**config.mk**
```make
export PLATFORM = sky130hd
export DESIGN_NAME = alu_wb_stage_flat
export DESIGN_NICKNAME = d
export VERILOG_FILES = /design/src/rtl/alu_pkg.sv /design/src/rtl/alu_wb_stage_if.sv /design/src/rtl/alu_wb_stage_wb_fifo.sv /design/src/rtl/alu_wb_stage.sv /design/src/flat_wrapper.sv
export SDC_FILE = /design/constraint.sdc
export NUM_CORES = 1
export LEC_CHECK = 0
export ABC_AREA = 0
export BUFFER_PORTS_ARGS = -buffer_cell sky130_fd_sc_hd__buf_2
export CAP_MARGIN = 20
export CORE_ASPECT_RATIO = 0.5
export CORE_UTILIZATION = 45
export CTS_CLUSTER_DIAMETER = 50
export DETAILED_ROUTE_END_ITERATION = 8
export GPL_TIMING_DRIVEN = 0
export PLACE_DENSITY = 0.74
export SLEW_MARGIN = 20
export SYNTH_ARGS = -nofsm -noshare
export SYNTH_HDL_FRONTEND = slang
export SYNTH_SLANG_ARGS = --single-unit
```
**constraint.sdc**
```tcl
create_clock -name clkout -period 2.9 [get_ports clkout]
set_clock_uncertainty 0.15 [all_clocks]
set_input_delay 0.29 -clock clkout [delete_from_list [all_inputs] [get_ports clkout]]
set_output_delay 0.29 -clock clkout [all_outputs]
set_load 0.02 [all_outputs]
```
**src/rtl/alu_pkg.sv**
```systemverilog
// Shared ALU/writeback definitions: flag positions, opcodes, branch condition codes,
// the write-buffer entry type and the branch condition evaluator.
package alu_pkg;

  localparam int FLAG_S = 4;
  localparam int FLAG_Z = 3;
  localparam int FLAG_N = 2;
  localparam int FLAG_V = 1;
  localparam int FLAG_C = 0;

  localparam int ALU_DATA_W = 32;
  localparam int ALU_REG_AW = 5;

  localparam logic [5:0] OP_ADD   = 6'h00;
  localparam logic [5:0] OP_SUB   = 6'h01;
  localparam logic [5:0] OP_AND   = 6'h02;
  localparam logic [5:0] OP_OR    = 6'h03;
  localparam logic [5:0] OP_XOR   = 6'h04;
  localparam logic [5:0] OP_SHL   = 6'h05;
  localparam logic [5:0] OP_SHR   = 6'h06;
  localparam logic [5:0] OP_COMP  = 6'h07;
  localparam logic [5:0] OP_ADDI  = 6'h08;
  localparam logic [5:0] OP_COMPI = 6'h0F;

  localparam logic [2:0] COND_AL = 3'd0;
  localparam logic [2:0] COND_EQ = 3'd1;
  localparam logic [2:0] COND_NE = 3'd2;
  localparam logic [2:0] COND_MI = 3'd3;
  localparam logic [2:0] COND_PL = 3'd4;
  localparam logic [2:0] COND_CS = 3'd5;
  localparam logic [2:0] COND_VS = 3'd6;
  localparam logic [2:0] COND_SS = 3'd7;

  typedef struct packed {
    logic [ALU_REG_AW-1:0] rd;
    logic [ALU_DATA_W-1:0] data;
  } wb_entry_t;

  function automatic logic cond_eval(input logic [4:0] st, input logic [2:0] sel);
    logic res;
    case (sel)
      COND_AL: res = 1'b1;
      COND_EQ: res = st[FLAG_Z];
      COND_NE: res = !st[FLAG_Z];
      COND_MI: res = st[FLAG_N];
      COND_PL: res = !st[FLAG_N];
      COND_CS: res = st[FLAG_C];
      COND_VS: res = st[FLAG_V];
      default: res = st[FLAG_S];
    endcase
    return res;
  endfunction

endpackage

```
**src/rtl/alu_wb_stage_if.sv**
```systemverilog
// Writeback stage bus: ALU result input handshake plus register-file write port.
interface alu_wb_stage_if #(
  parameter int DATA_W = 32,
  parameter int REG_AW = 5
);
  logic              in_valid;
  logic              in_ready;
  logic [DATA_W-1:0] in_result;
  logic [4:0]        in_flags;
  logic [REG_AW-1:0] in_rd;
  logic              in_reg_we;
  logic              in_flag_we;
  logic              rf_we;
  logic [REG_AW-1:0] rf_addr;
  logic [DATA_W-1:0] rf_data;
  logic              rf_ack;

  modport master (
    output in_valid, in_result, in_flags, in_rd, in_reg_we, in_flag_we, rf_ack,
    input  in_ready, rf_we, rf_addr, rf_data
  );

  modport slave (
    input  in_valid, in_result, in_flags, in_rd, in_reg_we, in_flag_we, rf_ack,
    output in_ready, rf_we, rf_addr, rf_data
  );
endinterface

```
**src/rtl/alu_wb_stage_wb_fifo.sv**
```systemverilog
// In-order write buffer for the writeback stage; DEPTH must be a power of two.
// ready is a registered not-full, so a full buffer cannot push even while popping.
module wb_fifo #(
  parameter int WIDTH = 37,
  parameter int DEPTH = 2
) (
  input  logic             clkout,
  input  logic             rst_n,
  input  logic             push,
  input  logic [WIDTH-1:0] push_data,
  input  logic             pop,
  output logic [WIDTH-1:0] pop_data,
  output logic             empty,
  output logic             ready
);
  localparam int AW = (DEPTH > 1) ? $clog2(DEPTH) : 1;
  localparam int CW = AW + 1;

  logic [WIDTH-1:0] mem [DEPTH];
  logic [AW-1:0]    wptr, rptr;
  logic [CW-1:0]    cnt, cnt_nxt;
  logic             do_push, do_pop;

  assign do_push  = push && ready;
  assign do_pop   = pop && (cnt != '0);
  assign empty    = (cnt == '0);
  assign pop_data = mem[rptr];

  always_comb begin
    cnt_nxt = cnt;
    if (do_push && !do_pop)
      cnt_nxt = cnt + CW'(1);
    else if (!do_push && do_pop)
      cnt_nxt = cnt - CW'(1);
  end

  always_ff @(posedge clkout or negedge rst_n) begin
    if (!rst_n) begin
      wptr  <= '0;
      rptr  <= '0;
      cnt   <= '0;
      ready <= 1'b1;
    end else begin
      if (do_push)
        wptr <= wptr + AW'(1);
      if (do_pop)
        rptr <= rptr + AW'(1);
      cnt   <= cnt_nxt;
      ready <= (cnt_nxt != CW'(DEPTH));
    end
  end

  // Storage needs no reset: entries are only visible through cnt.
  always_ff @(posedge clkout) begin
    if (do_push)
      mem[wptr] <= push_data;
  end

endmodule

```
**src/rtl/alu_wb_stage.sv**
```systemverilog
// ALU writeback stage: queues register writes, holds the [SZNVC] status register and
// evaluates branch conditions. Define ALU_WB_FWD_EN to add the fwd_* bypass port.
module alu_wb_stage
  import alu_pkg::*;
#(
  parameter int DATA_W = 32,
  parameter int REG_AW = 5,
  parameter int DEPTH  = 2
) (
  input  logic              clkout,
  input  logic              rst_n,
  alu_wb_stage_if.slave     bus,
  input  logic [2:0]        cond_sel,
  output logic              cond_true,
  output logic [4:0]        status
`ifdef ALU_WB_FWD_EN
  ,
  output logic              fwd_valid,
  output logic [REG_AW-1:0] fwd_addr,
  output logic [DATA_W-1:0] fwd_data
`endif
);
  localparam int EW = DATA_W + REG_AW;

  logic          accept, push, pop, empty;
  logic [EW-1:0] head;

  assign accept = bus.in_valid && bus.in_ready;
  assign push   = accept && bus.in_reg_we;
  assign pop    = !empty && bus.rf_ack;

  wb_fifo #(
    .WIDTH (EW),
    .DEPTH (DEPTH)
  ) u_wb_fifo (
    .clkout    (clkout),
    .rst_n     (rst_n),
    .push      (push),
    .push_data ({bus.in_rd, bus.in_result}),
    .pop       (pop),
    .pop_data  (head),
    .empty     (empty),
    .ready     (bus.in_ready)
  );

  assign bus.rf_we   = !empty;
  assign bus.rf_addr = head[EW-1:DATA_W];
  assign bus.rf_data = head[DATA_W-1:0];

  // Status follows ALU order, so it can run ahead of the queued register write.
  always_ff @(posedge clkout or negedge rst_n) begin
    if (!rst_n)
      status <= 5'b00000;
    else if (accept && bus.in_flag_we)
      status <= bus.in_flags;
  end

  assign cond_true = cond_eval(status, cond_sel);

`ifdef ALU_WB_FWD_EN
  always_ff @(posedge clkout or negedge rst_n) begin
    if (!rst_n) begin
      fwd_valid <= 1'b0;
      fwd_addr  <= '0;
      fwd_data  <= '0;
    end else begin
      fwd_valid <= push;
      if (push) begin
        fwd_addr <= bus.in_rd;
        fwd_data <= bus.in_result;
      end
    end
  end
`endif

endmodule

```
**src/flat_wrapper.sv**
```systemverilog
// flat-port wrapper written by rule: the top's interface ports become plain ports
module alu_wb_stage_flat import alu_pkg::*;
#(
  parameter int DATA_W = 32,
  parameter int REG_AW = 5,
  parameter int DEPTH  = 2
)
  (clkout, rst_n, cond_sel, cond_true, status, bus_in_valid, bus_in_result, bus_in_flags, bus_in_rd, bus_in_reg_we, bus_in_flag_we, bus_rf_ack, bus_in_ready, bus_rf_we, bus_rf_addr, bus_rf_data);
  alu_wb_stage_if #(.DATA_W(DATA_W), .REG_AW(REG_AW)) bus_i ();
  input  logic clkout;
  input  logic rst_n;
  input  logic [2:0] cond_sel;
  output logic cond_true;
  output logic [4:0] status;
  input wire logic [$bits(bus_i.in_valid)-1:0] bus_in_valid;
  input wire logic [$bits(bus_i.in_result)-1:0] bus_in_result;
  input wire logic [$bits(bus_i.in_flags)-1:0] bus_in_flags;
  input wire logic [$bits(bus_i.in_rd)-1:0] bus_in_rd;
  input wire logic [$bits(bus_i.in_reg_we)-1:0] bus_in_reg_we;
  input wire logic [$bits(bus_i.in_flag_we)-1:0] bus_in_flag_we;
  input wire logic [$bits(bus_i.rf_ack)-1:0] bus_rf_ack;
  output wire logic [$bits(bus_i.in_ready)-1:0] bus_in_ready;
  output wire logic [$bits(bus_i.rf_we)-1:0] bus_rf_we;
  output wire logic [$bits(bus_i.rf_addr)-1:0] bus_rf_addr;
  output wire logic [$bits(bus_i.rf_data)-1:0] bus_rf_data;
  assign bus_i.in_valid = bus_in_valid;
  assign bus_i.in_result = bus_in_result;
  assign bus_i.in_flags = bus_in_flags;
  assign bus_i.in_rd = bus_in_rd;
  assign bus_i.in_reg_we = bus_in_reg_we;
  assign bus_i.in_flag_we = bus_in_flag_we;
  assign bus_i.rf_ack = bus_rf_ack;
  assign bus_in_ready = bus_i.in_ready;
  assign bus_rf_we = bus_i.rf_we;
  assign bus_rf_addr = bus_i.rf_addr;
  assign bus_rf_data = bus_i.rf_data;
  alu_wb_stage #(.DATA_W(DATA_W), .REG_AW(REG_AW), .DEPTH(DEPTH)) u_core (.clkout(clkout), .rst_n(rst_n), .bus(bus_i), .cond_sel(cond_sel), .cond_true(cond_true), .status(status));
endmodule
```
# Word-level counts from Yosys, hierarchy flattened
# Memory sizes are Yosys's and may differ from the RTL's.
# Index checks and enable logic that the tools add are counted.
# totals
regBits	10
ramBits	74
output_inout_bits	45
elab_cells	38
memories	1
# memory_table
memory	words	word_bits	rd	rd_ports_with_merged_regs	write_ports	line	text
u_core.u_wb_fifo.mem	2	37	1	0	1	alu_wb_stage_wb_fifo.sv:19	logic [WIDTH-1:0] mem [DEPTH];
# op_classes
n_addsub	4
n_eq_ne	7
mux	5
n_reduce_logical	16
# ops
cell	count
$eq A3 B3 Y1 const B	3
$logic_and A1 B1 Y1	8
$pmux W1 S7	1
$eq A3 B2 Y1 const B	2
$logic_not A1 Y1	5
$mux W2	2
$eq A3 B1 Y1 const B	1
$logic_not A3 Y1	1
$add A1 B1 Y1 const B	2
$add A2 B1 Y2 const B	1
$logic_not A2 Y1	1
$mux W1	2
$ne A2 B2 Y1 const B	1
$reduce_bool A2 Y1	1
$sub A2 B1 Y2 const B	1

# Logic depth before layout (Yosys ltp)
# Gate-level depths: netlist of the first run.
# depth
ltp_word	8
ltp_mapped	6
depth_no_buf	6

# Hierarchy
# From an unflattened synthesis of the first run, not the netlist that was laid out.
# unflattened
hier_cells	163
area_unflattened_um2	3213.1
# by_module_without_submodules
module	n_inst	cells_each	area_each_um2	seq_area_each_um2
wb_fifo	1	143	2955.3	2348.5
alu_wb_stage	1	20	257.7	125.1

# Worst setup path after synthesis of the first run
# OpenSTA, ideal clock, no wires.
# synth_path
kind	reg-to-reg
start	register u_core.u_wb_fifo.ready
end	memory u_core.u_wb_fifo.mem[0][0] (enable)
setup_time_ns	0.431
t_arrival_ns	2.300
slack_ns	0.019
path_stages_with_launch	3
path_buffers	0
period_less_slack_ns	2.881
path_cell_list	dfstp_2 > nand3_2 > nor2_1
# synth_via
elab_chain_cells	5
# synth_lines
element	line	text
start: declaration	alu_wb_stage_wb_fifo.sv:14	output logic ready
start signal: assignment	alu_wb_stage_wb_fifo.sv:49	ready <= (cnt_nxt != CW'(DEPTH));
$logic_and A1 B1 Y1	alu_wb_stage.sv:28	assign accept = bus.in_valid && bus.in_ready;
$logic_and A1 B1 Y1	alu_wb_stage.sv:29	assign push = accept && bus.in_reg_we;
$logic_and A1 B1 Y1 *	alu_wb_stage_wb_fifo.sv:24	assign do_push = push && ready;
$mux W1 *	alu_wb_stage_wb_fifo.sv:55	if (do_push)
$mux W1 (implied by the code) *	alu_wb_stage_wb_fifo.sv:56	mem[wptr] <= push_data;
end: declaration	alu_wb_stage_wb_fifo.sv:19	
# Mark *: on every way between the ends. The rest lies on a longest branch, timed or not.

# Worst setup path after layout of the first run
# layout_path
start	register u_core.u_wb_fifo.rptr
end	output bus_rf_data[17]
# layout_via
elab_chain_cells	1
# layout_lines
element	line	text
start: declaration	alu_wb_stage_wb_fifo.sv:20	logic [AW-1:0] wptr, rptr;
start signal: assignment	alu_wb_stage_wb_fifo.sv:47	rptr <= rptr + AW'(1);
$mem_v2 Z2 W37	--	
end: declaration	flat_wrapper.sv:25	output wire logic [$bits(bus_i.rf_data)-1:0] bus_rf_data;
# No other way between the ends.

==> results.yml, run 1 <==
clock_network:
  cts_tree: "built"
  postCtsSetupBuffers: 0
  max-clock-path-buffers: 2
  post_cts_resize_count: 0
  cts.sinks: 84
  numCtsBuffers: 9
  clkLatencyLatePin_ns: 0.32
  cts_max_level: 3
  path_clk_slew_ns: 0.05
  root_buffer: "sky130_fd_sc_hd__clkbuf_16"
  ctsHoldBuffers: 20
critical_path:
  timing.reg2reg.setup_slack_ns: 0.99
  crit_path_start_kind: "register"
  timing.setup.critical_path_class: "register to primary output"
  crit_end_category: "primary output"
  reg2reg_from: "u_core.u_wb_fifo.ready$_DFF_PN1_"
  timing.critical_path.buf_inv: 3
  crit_path_start: "u_core.u_wb_fifo.rptr$_DFFE_PN0P_"
  worst_r2r_path_cells: 3
  maximum_fanout_encountered_on_the_critical_timing_path: 10
  critical_path.top_delay_family: "buffers and inverters"
  required_ns: 2.46
  critical_path.max_stage_delay_ns: 0.38
  crit_top_cell: "sky130_fd_sc_hd__buf_2"
  reg2reg_to: "u_core.u_wb_fifo.mem[0][14]$_DFFE_PP_"
  critical_path.cell_chain: "buf_2 -> buf_2 -> mux2_2 -> buf_2"
  crit_arrival_ns: 1.73
  critPathSlowestCell: "sky130_fd_sc_hd__mux2_2"
global_routing:
  antenna_violations_before_repair: 0
  grt_first_pass_wirelength_mm: 8.901
  grt_start_max_net_pins: 24
  grt.overflow.total: 0
  vias_in_the_first_global_route: 1827
  global_route.usage.total_pct: 16.63
job:
  max-cap-violations: 0
timing:
  tns_ns: 0
  post-route-worst-setup-slack_ns: 0.7340
  timing.max_slew.rel_slack_pct: 63.30
  drv_slew: 0
  finalHoldViolations: 0
  max_slew.worst_pin.slew_ns: 0.5492
  rsz0062_at_grt: "no"
  timing.fmax_mhz: 461.7
  setup_violations: 0
  fraction_of_the_cycle_the_final_worst_path_needs_pct: 74.69
  timing.final.crit_period_ns: 2.166
floorplan:
  pin_count: 96
  design.die.area_sq_um: 7406
  placement_rows: 21
  start_util_pct: 46.95
  fp.dieH_um: 61.36
  design.core.area_sq_um: 6753
  floorplan.die.width_um: 120.7
synth:
  synthMostInstantiatedCell: "sky130_fd_sc_hd__edfxtp_1"
  syn_area_per_cell_sq_um: 19.94
  synthTopCellsByArea: "sky130_fd_sc_hd__edfxtp_1, sky130_fd_sc_hd__mux2_2, sky130_fd_sc_hd__dfrtp_1"
  synth.yosys.seq_area_share_pct: 78.02
  number_of_synthesized_flops_with_an_enable_pin: 74
  post_synth_most_frequent_cells: "sky130_fd_sc_hd__edfxtp_1, sky130_fd_sc_hd__mux2_2, sky130_fd_sc_hd__dfrtp_1"
  syn_inst: 159
  number_of_synthesized_register_bits: 84
  synth.lib_cells_used.distinct: 19
  synth_nets: 211
  syn_area_sq_um: 3171
  synth_top_area_share_pct: 70.09
  synthFlopType: "sky130_fd_sc_hd__edfxtp_1"
  yosys.area.top_type: "sky130_fd_sc_hd__edfxtp_1"
  yosysWarningCount: 0
  share_of_synthesized_flip_flops_with_an_asynchronous_set_or_reset_pct: 11.90
drt:
  post_drt_wl_per_cell_um: 14.68
  length_of_the_first_detailed_routing_pass_in_iterations: 4
  detail_route.wirelength_mm: 5.712
  drtAntennaViolNets: 0
  post_drt_via_cell_ratio: 4.645
  vias: 1807
  post-route-drc-count: 0
  detail_route.iter0.violations: 98
power:
  total_leakage_power_nw: 1.728
  power.ir.vdd_worst_v: 0.0004149
  total_power_divided_by_cell_area_nw_per_um2: 888.7
worst_hold_path:
  min_delay_worst_endpoint: "u_core.u_wb_fifo.mem[0][20]$_DFFE_PP_"
  hold_depth: 1
  holdCritStartpoint: "bus_in_result[20]"
  min_path_type: "input pin to register"
placement:
  place_worst_setup_slack_ns: 0.9850
  port_buffers: 95
  gp_weighted_congestion: 0.6484
  place_hpwl_mm: 4.021
final_layout:
  layout-drive-gt1-share_pct: 54.88
  post-route-util_pct: 64.76
  n_antenna_cell: 0
  flow.area_growth_from_synthesis_pct: 37.92
  number_of_fillers_in_the_final_layout: 479
  final_net_count: 346
outcome:
  outcome: "finished, final reports clean"
[state kept, by name (all words and copies together) (netlist names)]
register	flops
u_core.u_wb_fifo.wptr	1
u_core.u_wb_fifo.cnt	2
u_core.u_wb_fifo.ready	1
u_core.u_wb_fifo.rptr	1
u_core.status	5
u_core.u_wb_fifo.mem	74
[worst max-delay path by stage]
stage | end | slack, ns | cells after the start
after floorplan | u_core.u_wb_fifo.mem[0][0]$_DFFE_PP_ | 0.02 | 2
after global placement | u_core.u_wb_fifo.mem[1][14]$_DFFE_PP_ | -0.70 | 2
after detailed placement | u_core.u_wb_fifo.mem[0][14]$_DFFE_PP_ | 0.98 | 3
after CTS | bus_rf_data[17] | 0.69 | 4
after global routing | bus_rf_data[17] | 0.59 | 4
final | bus_rf_data[17] | 0.73 | 4
[power breakdown]
| part | internal, W | leakage, nW | total, W | switching [W] |
|---|---|---|---|---|
| Clock | 0.000649 | 0.133 | 0.00104 | 0.000395 |
| Sequential | 0.00152 | 0.793 | 0.00159 | 0.0000723 |
| Combinational | 0.000558 | 0.802 | 0.00125 | 0.000695 |
| Total | 0.00272 | 1.73 | 0.00389 | 0.00116 |
[layout make-up]
cell class	instances	area, sq um	area share [%]
sequential	84	2474	56.57
timing repair buffer	124	800.8	18.31
multi-input combinational	67	676.9	15.48
clock buffer	10	229.0	5.236
tap	92	115.1	2.632
clock inverter	4	42.54	0.9728
buffer	4	20.02	0.4578
inverter	4	15.01	0.3433
[stage by stage]
stage | hold WS (ns) | std cells | power, W | area, sq um
floorplan | -0.1556 | 159 | 0.002448 | 3171
global placement | 0.005891 | 346 | 0.002775 | 3761
detailed placement | 0.01208 | 348 | 0.002855 | 3831
CTS | 0.0002053 | 382 | 0.003926 | 4303
global route | 0.0004961 | 389 | 0.004077 | 4373
finish | 0.008335 | 389 | 0.003886 | 4373
[placed cells by master (no fill, tap or decap), drive strengths merged, types with 3 or more instances in the layout]
| cell type | instances |
|---|---|
| nand2 | 4 |
| inv | 4 |
| edfxtp | 74 |
| nand3 | 4 |
| mux2 | 46 |
| clkinv | 3 |
| buf | 101 |
| nor2 | 3 |
| xnor2 | 3 |
| dlygate4sd3 | 27 |
| dfrtp | 9 |
| clkbuf | 10 |
[cells by family after synthesis]
logic type	Yosys count	share of synthesized area, %
compound gates	4	0.7895
xor+xnor	3	0.8289
fa+ha+maj	1	0.3946
buf+inv	8	1.105
flops	84	78.02
mux	46	16.57
simple gates	13	2.289
[metal layers]
metal | up-vias | share of wire, % | track usage, %
met1 | 886 | 38 | 18.00
met5 | - | 0 | 0
li1 | 878 | - | -
met2 | 37 | 57 | 32.35
met3 | 6 | 3.9 | 5.278
met4 | 0 | 0.77 | 5.291
Power figures use the tool's default switching activity.
==> inputs of run 2 (changes only) <==
ABC_AREA = 1   (was 0)
clock period = 1.8 ns   (was 2.9 ns; I/O delays follow)
==> results.yml, run 2 <==
outcome:
  outcome: "finished, final reports clean"
worst_hold_path:
  min_path_type: "input pin to register"
timing:
  setup_violations: 0
  tns_ns: 0
  max_slew.worst_pin.slew_ns: 0.2520
  timing.final.crit_period_ns: 1.711
  fin_worst_hold_slack_ns: 0.01371
  timing.max_slew.rel_slack_pct: 83.16
  drv_slew: 0
  rsz0062_at_grt: "yes"
  timing.fmax_mhz: 584.4
  finalHoldViolations: 0
  fraction_of_the_cycle_the_final_worst_path_needs_pct: 95.07
synth:
  number_of_synthesized_register_bits: 84
  yosysWarningCount: 0
  synth.yosys.seq_area_share_pct: 77.23
  synthMostInstantiatedCell: "sky130_fd_sc_hd__nand2_1"
  synthFlopType: "sky130_fd_sc_hd__edfxtp_1"
  syn_area_sq_um: 3203
  synth_nets: 307
  synth.lib_cells_used.distinct: 17
  synth_adder_area_share_pct: 0.3906
  compound_gate_fraction_of_synth_area_pct: 1.016
  synthTopCellsByArea: "sky130_fd_sc_hd__edfxtp_1, sky130_fd_sc_hd__nand2_1, sky130_fd_sc_hd__dfrtp_1"
  synth_top_family_by_area: "simple AND/OR/NAND/NOR gates"
  post_synth_most_frequent_cells: "sky130_fd_sc_hd__nand2_1, sky130_fd_sc_hd__edfxtp_1, sky130_fd_sc_hd__inv_1"
  synth_xor_xnor_area_share_pct: 0.5469
  syn_inst: 255
  share_of_synthesized_flip_flops_with_an_asynchronous_set_or_reset_pct: 11.90
  synth.mux.area_fraction_pct: 1.055
  synthSimpleGateAreaFrac_pct: 17.15
  synth_top_area_share_pct: 69.37
  number_of_synthesized_flops_with_an_enable_pin: 74
  yosys.area.top_type: "sky130_fd_sc_hd__edfxtp_1"
  syn_area_per_cell_sq_um: 12.56
floorplan:
  floorplan.die.width_um: 121.3
  placement_rows: 21
  design.die.area_sq_um: 7480
  start_util_pct: 47.25
  pin_count: 96
  fp.dieH_um: 61.66
  design.core.area_sq_um: 6779
power:
  total_leakage_power_nw: 2.072
  total_power_divided_by_cell_area_nw_per_um2: 1429
  power.ir.vdd_worst_v: 0.0009482
clock_network:
  path_clk_slew_ns: 0.05
  numCtsBuffers: 9
  root_buffer: "sky130_fd_sc_hd__clkbuf_16"
  max-clock-path-buffers: 2
  cts.sinks: 84
  clkLatencyLatePin_ns: 0.32
  cts_max_level: 3
  cts_tree: "built"
critical_path:
  crit_path_start_kind: "register"
  required_ns: 1.47
  timing.setup.critical_path_class: "register to primary output"
  crit_arrival_ns: 1.38
  maximum_fanout_encountered_on_the_critical_timing_path: 10
  crit_end_category: "primary output"
drt:
  length_of_the_first_detailed_routing_pass_in_iterations: 4
  detail_route.wirelength_mm: 6.824
  post_drt_via_cell_ratio: 4.591
  post_drt_wl_per_cell_um: 13.41
  post-route-drc-count: 0
  detail_route.iter0.violations: 156
  vias: 2337
  drtAntennaViolNets: 0
final_layout:
  most_frequent_cells_in_the_layout: "sky130_fd_sc_hd__nand2_1, sky130_fd_sc_hd__buf_2, sky130_fd_sc_hd__edfxtp_1"
  n_antenna_cell: 0
  final_net_count: 464
  final_common_cell: "sky130_fd_sc_hd__nand2_1"
  biggestRegsByFlops: "u_core.u_wb_fifo.mem x74, u_core.status x5, u_core.u_wb_fifo.cnt x2"
  flow.area_growth_from_synthesis_pct: 45.62
  largest_reg_flops: 74
  post-route-util_pct: 68.81
  largest-register: "u_core.u_wb_fifo.mem"
  layout-drive-gt1-share_pct: 31.89
  number_of_fillers_in_the_final_layout: 483
global_routing:
  vias_in_the_first_global_route: 2307
  global_route.usage.total_pct: 19.14
  grt.overflow.total: 0
  grt_start_max_net_pins: 38
  grt_first_pass_wirelength_mm: 10.45
  antenna_violations_before_repair: 0
placement:
  place_hpwl_mm: 3.989
  port_buffers: 95
  gp_weighted_congestion: 0.7713
job:
  max-cap-violations: 0
==> run 2: worst max-delay path: stages (launching register included) <==
cell and delay [ns]:
sky130_fd_sc_hd__dfrtp_1 0.37, sky130_fd_sc_hd__inv_1 0.08, sky130_fd_sc_hd__buf_6 0.15, sky130_fd_sc_hd__buf_4 0.18, sky130_fd_sc_hd__nand2_1 0.06, sky130_fd_sc_hd__nand2_1 0.06
sky130_fd_sc_hd__buf_2 0.16
==> run 2: final cells by class <==
type                            instances  area, sq um  share of cell area (%)
Sequential cell                        84         2474                   53.03
Multi-Input combinational cell        152        679.4                   14.57
Inverter                               12        45.04                  0.9657
Tap cell                               92        115.1                   2.468
Timing Repair Buffer                  145         1016                   21.78
Buffer                                  8        72.57                   1.556
Clock buffer                           12        236.5                   5.070
Clock inverter                          4        26.28                  0.5633
==> run 2: kinds of logic (layout without fill, tap and decap cells) <==
kind of cell | Yosys count | count (layout)
XOR/XNOR | 2 | 2
adder cells (fa/ha/maj) | 1 | 1
buffers and inverters | 20 | 181
AO/OA/AOI/OAI | 5 | 5
AND/OR/NAND/NOR | 140 | 141
multiplexers | 3 | 3
flip-flops | 84 | 84
==> run 2: power by group <==
group	leakage, nW	switching, W	internal [W]	total (W)
logic	1.16	0.00159	0.000896	0.00248
clock network	0.127	0.000675	0.000932	0.00161
registers	0.789	0.000131	0.00245	0.00258
total	2.07	0.00239	0.00427	0.00667
==> run 2: path summary, 6_finish.rpt <==
path / from / to / slack [ns] / cells past startpoint
setup / recovery: u_core.u_wb_fifo.rptr$_DFFE_PN0P_ / bus_rf_data[27] / 0.09 / 6
setup reg to reg: u_core.u_wb_fifo.ready$_DFF_PN1_ / u_core.u_wb_fifo.mem[1][25]$_DFFE_PP_ / 0.13 / 3
min in group asynchronous: rst_n / u_core.status[1]$_DFFE_PN0P_ / 0.10 / 2
hold reg to reg: u_core.u_wb_fifo.cnt[0]$_DFF_PN0_ / u_core.u_wb_fifo.ready$_DFF_PN1_ / 0.37 / 3
max in group asynchronous: rst_n / u_core.u_wb_fifo.ready$_DFF_PN1_ / 1.15 / 2
hold / removal: bus_rf_ack / u_core.u_wb_fifo.rptr$_DFFE_PN0P_ / 0.01 / 3
==> run 2: per-stage QoR <==
stage               std cells  total power [W]  worst slack, ns  cell area (sq um)
floorplan                 255         0.004063          -0.1071               3226
global placement          442         0.004756          -0.2956               3816
detailed placement        442         0.004826          -0.3549               3816
CTS                       501         0.006562          -0.3453               4526
global route              509         0.007080       -0.0006494               4664
finish                    509         0.006666          0.08871               4664
==> run 2: layer usage <==
metal,vias to the layer above,wire length (um),GRT usage [%]
li1,1168,-,-
met1,1096,2735,20.76
met2,62,3646,36.20
met3,11,324,5.370
met4,0,117,8.995
met5,-,0,0
==> run 2: what timing repair did <==
item	4_1_cts	5_1_grt
hold buffers	43	0
endpoints found under the hold margin	89	0
buffers inserted	0	6
pin swaps	1	3
resized for setup	7	6
gates cloned	0	1
setup endpoints to repair	97	98
==> inputs of run 3 (changes only) <==
CELL_PAD_IN_SITES_DETAIL_PLACEMENT = 0   (was unset)
CELL_PAD_IN_SITES_GLOBAL_PLACEMENT = 1   (was unset)
CORE_UTILIZATION = 36   (was 45)
PLACE_DENSITY = 0.75   (was 0.74)
==> results.yml, run 3 (synthesized netlist as in run 2, its figures left out) <==
power:
  share_clk_of_total_power_pct: 27.9
  sw_frac_of_total_pct: 33.92
  power.internal_w: 0.004633
  total_power_w: 0.007011
  seqPwrFrac_pct: 36.7
  power.ir.vdd_worst_v: 0.0005484
  total_power_divided_by_cell_area_nw_per_um2: 1479
  total_switching_power_w: 0.002378
  power.combinational.fraction_pct: 35.4
  total_leakage_power_nw: 2.090
clock_network:
  numCtsBuffers: 9
  clkLatencyLatePin_ns: 0.32
  cts_max_level: 3
  root_buffer: "sky130_fd_sc_hd__clkbuf_16"
  cts_tree: "built"
  max-clock-path-buffers: 2
  path_clk_slew_ns: 0.05
  cts.sinks: 84
final_layout:
  largest_reg_flops: 74
  flow.area_growth_from_synthesis_pct: 47.97
  final_net_count: 463
  number_of_fillers_in_the_final_layout: 701
  n_antenna_cell: 0
  final_common_cell: "sky130_fd_sc_hd__nand2_1"
  sequential_cell_area_sq_um: 2474
  biggestRegsByFlops: "u_core.u_wb_fifo.mem x74, u_core.status x5, u_core.u_wb_fifo.cnt x2"
  most_frequent_cells_in_the_layout: "sky130_fd_sc_hd__nand2_1, sky130_fd_sc_hd__buf_2, sky130_fd_sc_hd__edfxtp_1"
  layout-drive-gt1-share_pct: 31.73
  largest-register: "u_core.u_wb_fifo.mem"
  finish.instance_area_sq_um: 4740
  area_occupied_by_multi_input_gates_sq_um: 690.7
floorplan:
  pin_count: 96
  start_util_pct: 38.51
  placement_rows: 23
  fp.dieH_um: 68.70
  design.core.area_sq_um: 8317
  floorplan.die.width_um: 135.4
  design.die.area_sq_um: 9302
global_routing:
  grt_start_max_net_pins: 20
  antenna_violations_before_repair: 0
  global_route.usage.total_pct: 15.80
  grt.overflow.total: 0
  vias_in_the_first_global_route: 2330
  grt_first_pass_wirelength_mm: 10.77
placement:
  gp_weighted_congestion: 0.8341
  port_buffers: 95
  place_hpwl_mm: 4.322
  placed_area_sq_um: 3841
critical_path:
  crit_arrival_ns: 1.35
  maximum_fanout_encountered_on_the_critical_timing_path: 10
  crit_path_start_kind: "register"
  required_ns: 1.47
  crit_end_category: "primary output"
  timing.setup.critical_path_class: "register to primary output"
timing:
  max_slew.worst_pin.slew_ns: 0.2473
  fraction_of_the_cycle_the_final_worst_path_needs_pct: 93.19
  timing.fmax_mhz: 596.1
  rsz0062_at_grt: "no"
  finalHoldViolations: 0
  timing.max_slew.rel_slack_pct: 83.49
  drv_slew: 0
  setup_violations: 0
  timing.final.crit_period_ns: 1.677
drt:
  length_of_the_first_detailed_routing_pass_in_iterations: 4
  vias: 2322
  detail_route.wirelength_mm: 6.742
  post_drt_wl_per_cell_um: 12.77
  drtAntennaViolNets: 0
  post-route-drc-count: 0
  post_drt_via_cell_ratio: 4.398
  detail_route.iter0.violations: 145
job:
  max-cap-violations: 0
worst_hold_path:
  min_path_type: "input pin to register"
outcome:
  outcome: "finished, final reports clean"
## run 3: cell count changes in the layout (fill, tap and decap cells not counted)
cell                         delta
sky130_fd_sc_hd__clkbuf_8       +2
sky130_fd_sc_hd__nor2_4         +1
sky130_fd_sc_hd__buf_12         +1
sky130_fd_sc_hd__clkinvlp_4     -1
sky130_fd_sc_hd__buf_4          -2
sky130_fd_sc_hd__bufinv_16      +2
sky130_fd_sc_hd__buf_16         -1
sky130_fd_sc_hd__clkinv_4       -1
sky130_fd_sc_hd__clkinv_2       -2
sky130_fd_sc_hd__clkbuf_2       -1
sky130_fd_sc_hd__buf_2          +1
## run 3: timing repair
item                                    CTS  global route
hold endpoints to repair                 89             0
hold buffers                             43             0
pin swaps                                 3             2
cloned                                    2             0
setup buffers                             2             3
resized for setup                         9             6
endpoints found under the setup margin  104            67
## run 3: path summary, 6_finish.rpt
kind,start,endpoint,slack [ns],depth (start not counted)
setup / recovery,u_core.u_wb_fifo.rptr$_DFFE_PN0P_,bus_rf_data[17],0.12,5
hold / removal,bus_rf_ack,u_core.u_wb_fifo.rptr$_DFFE_PN0P_,0.02,3
setup reg to reg,u_core.u_wb_fifo.ready$_DFF_PN1_,u_core.u_wb_fifo.mem[1][30]$_DFFE_PP_,0.23,3
hold reg to reg,u_core.u_wb_fifo.cnt[0]$_DFF_PN0_,u_core.u_wb_fifo.ready$_DFF_PN1_,0.37,3
max in group asynchronous,rst_n,u_core.u_wb_fifo.ready$_DFF_PN1_,1.15,2
min in group asynchronous,rst_n,u_core.u_wb_fifo.cnt[1]$_DFF_PN0_,0.10,2
## run 3: power by group through the flow
stage                     registers (W)  logic [W]  clock network (W)
final                           0.00257    0.00248            0.00196
after global routing            0.00260    0.00274            0.00209
after CTS                       0.00258    0.00243            0.00200
after detailed placement        0.00261    0.00224                  0
after global placement          0.00259    0.00219                  0
after floorplan                 0.00264    0.00142                  0
## run 3: critical path, stage by stage (launching register included)
cell and delay [ns]:
sky130_fd_sc_hd__dfrtp_1 0.33, sky130_fd_sc_hd__clkbuf_4 0.21, sky130_fd_sc_hd__buf_4 0.19, sky130_fd_sc_hd__nand2_1 0.06, sky130_fd_sc_hd__nand2_1 0.07, sky130_fd_sc_hd__buf_2 0.16
## run 3: area by class of cell
cell class | count | share of cell area, %
timing repair buffer | 143 | 20.96
sequential | 84 | 52.19
buffer | 8 | 1.531
clock buffer | 14 | 5.570
inverter | 12 | 0.9504
tap | 112 | 2.957
multi-input combinational | 153 | 14.57
clock inverter | 2 | 1.267
## run 3: per-layer routing
layer	global-route usage, %	wire length, um	vias up
li1	-	-	1165
met4	6.461	82	0
met1	17.14	2759	1098
met5	0	0	-
met3	4.240	292	9
met2	30.19	3609	50
## run 3: metrics by stage
| stage | std cells | hold WS (ns) | setup TNS [ns] | setup slack, ns | util [%] |
|---|---|---|---|---|---|
| after floorplan | 255 | -0.2656 | -7.073 | -0.1071 | - |
| after global placement | 462 | -0.09760 | -21.46 | -0.3028 | 46.19 |
| after detailed placement | 462 | -0.09066 | -24.74 | -0.3531 | 46.19 |
| after CTS | 525 | 0.005597 | 0 | 0.007238 | 56.21 |
| after global routing | 528 | 0.04013 | 0 | 0.00001710 | 56.99 |
| final | 528 | 0.01797 | 0 | 0.1225 | 56.99 |
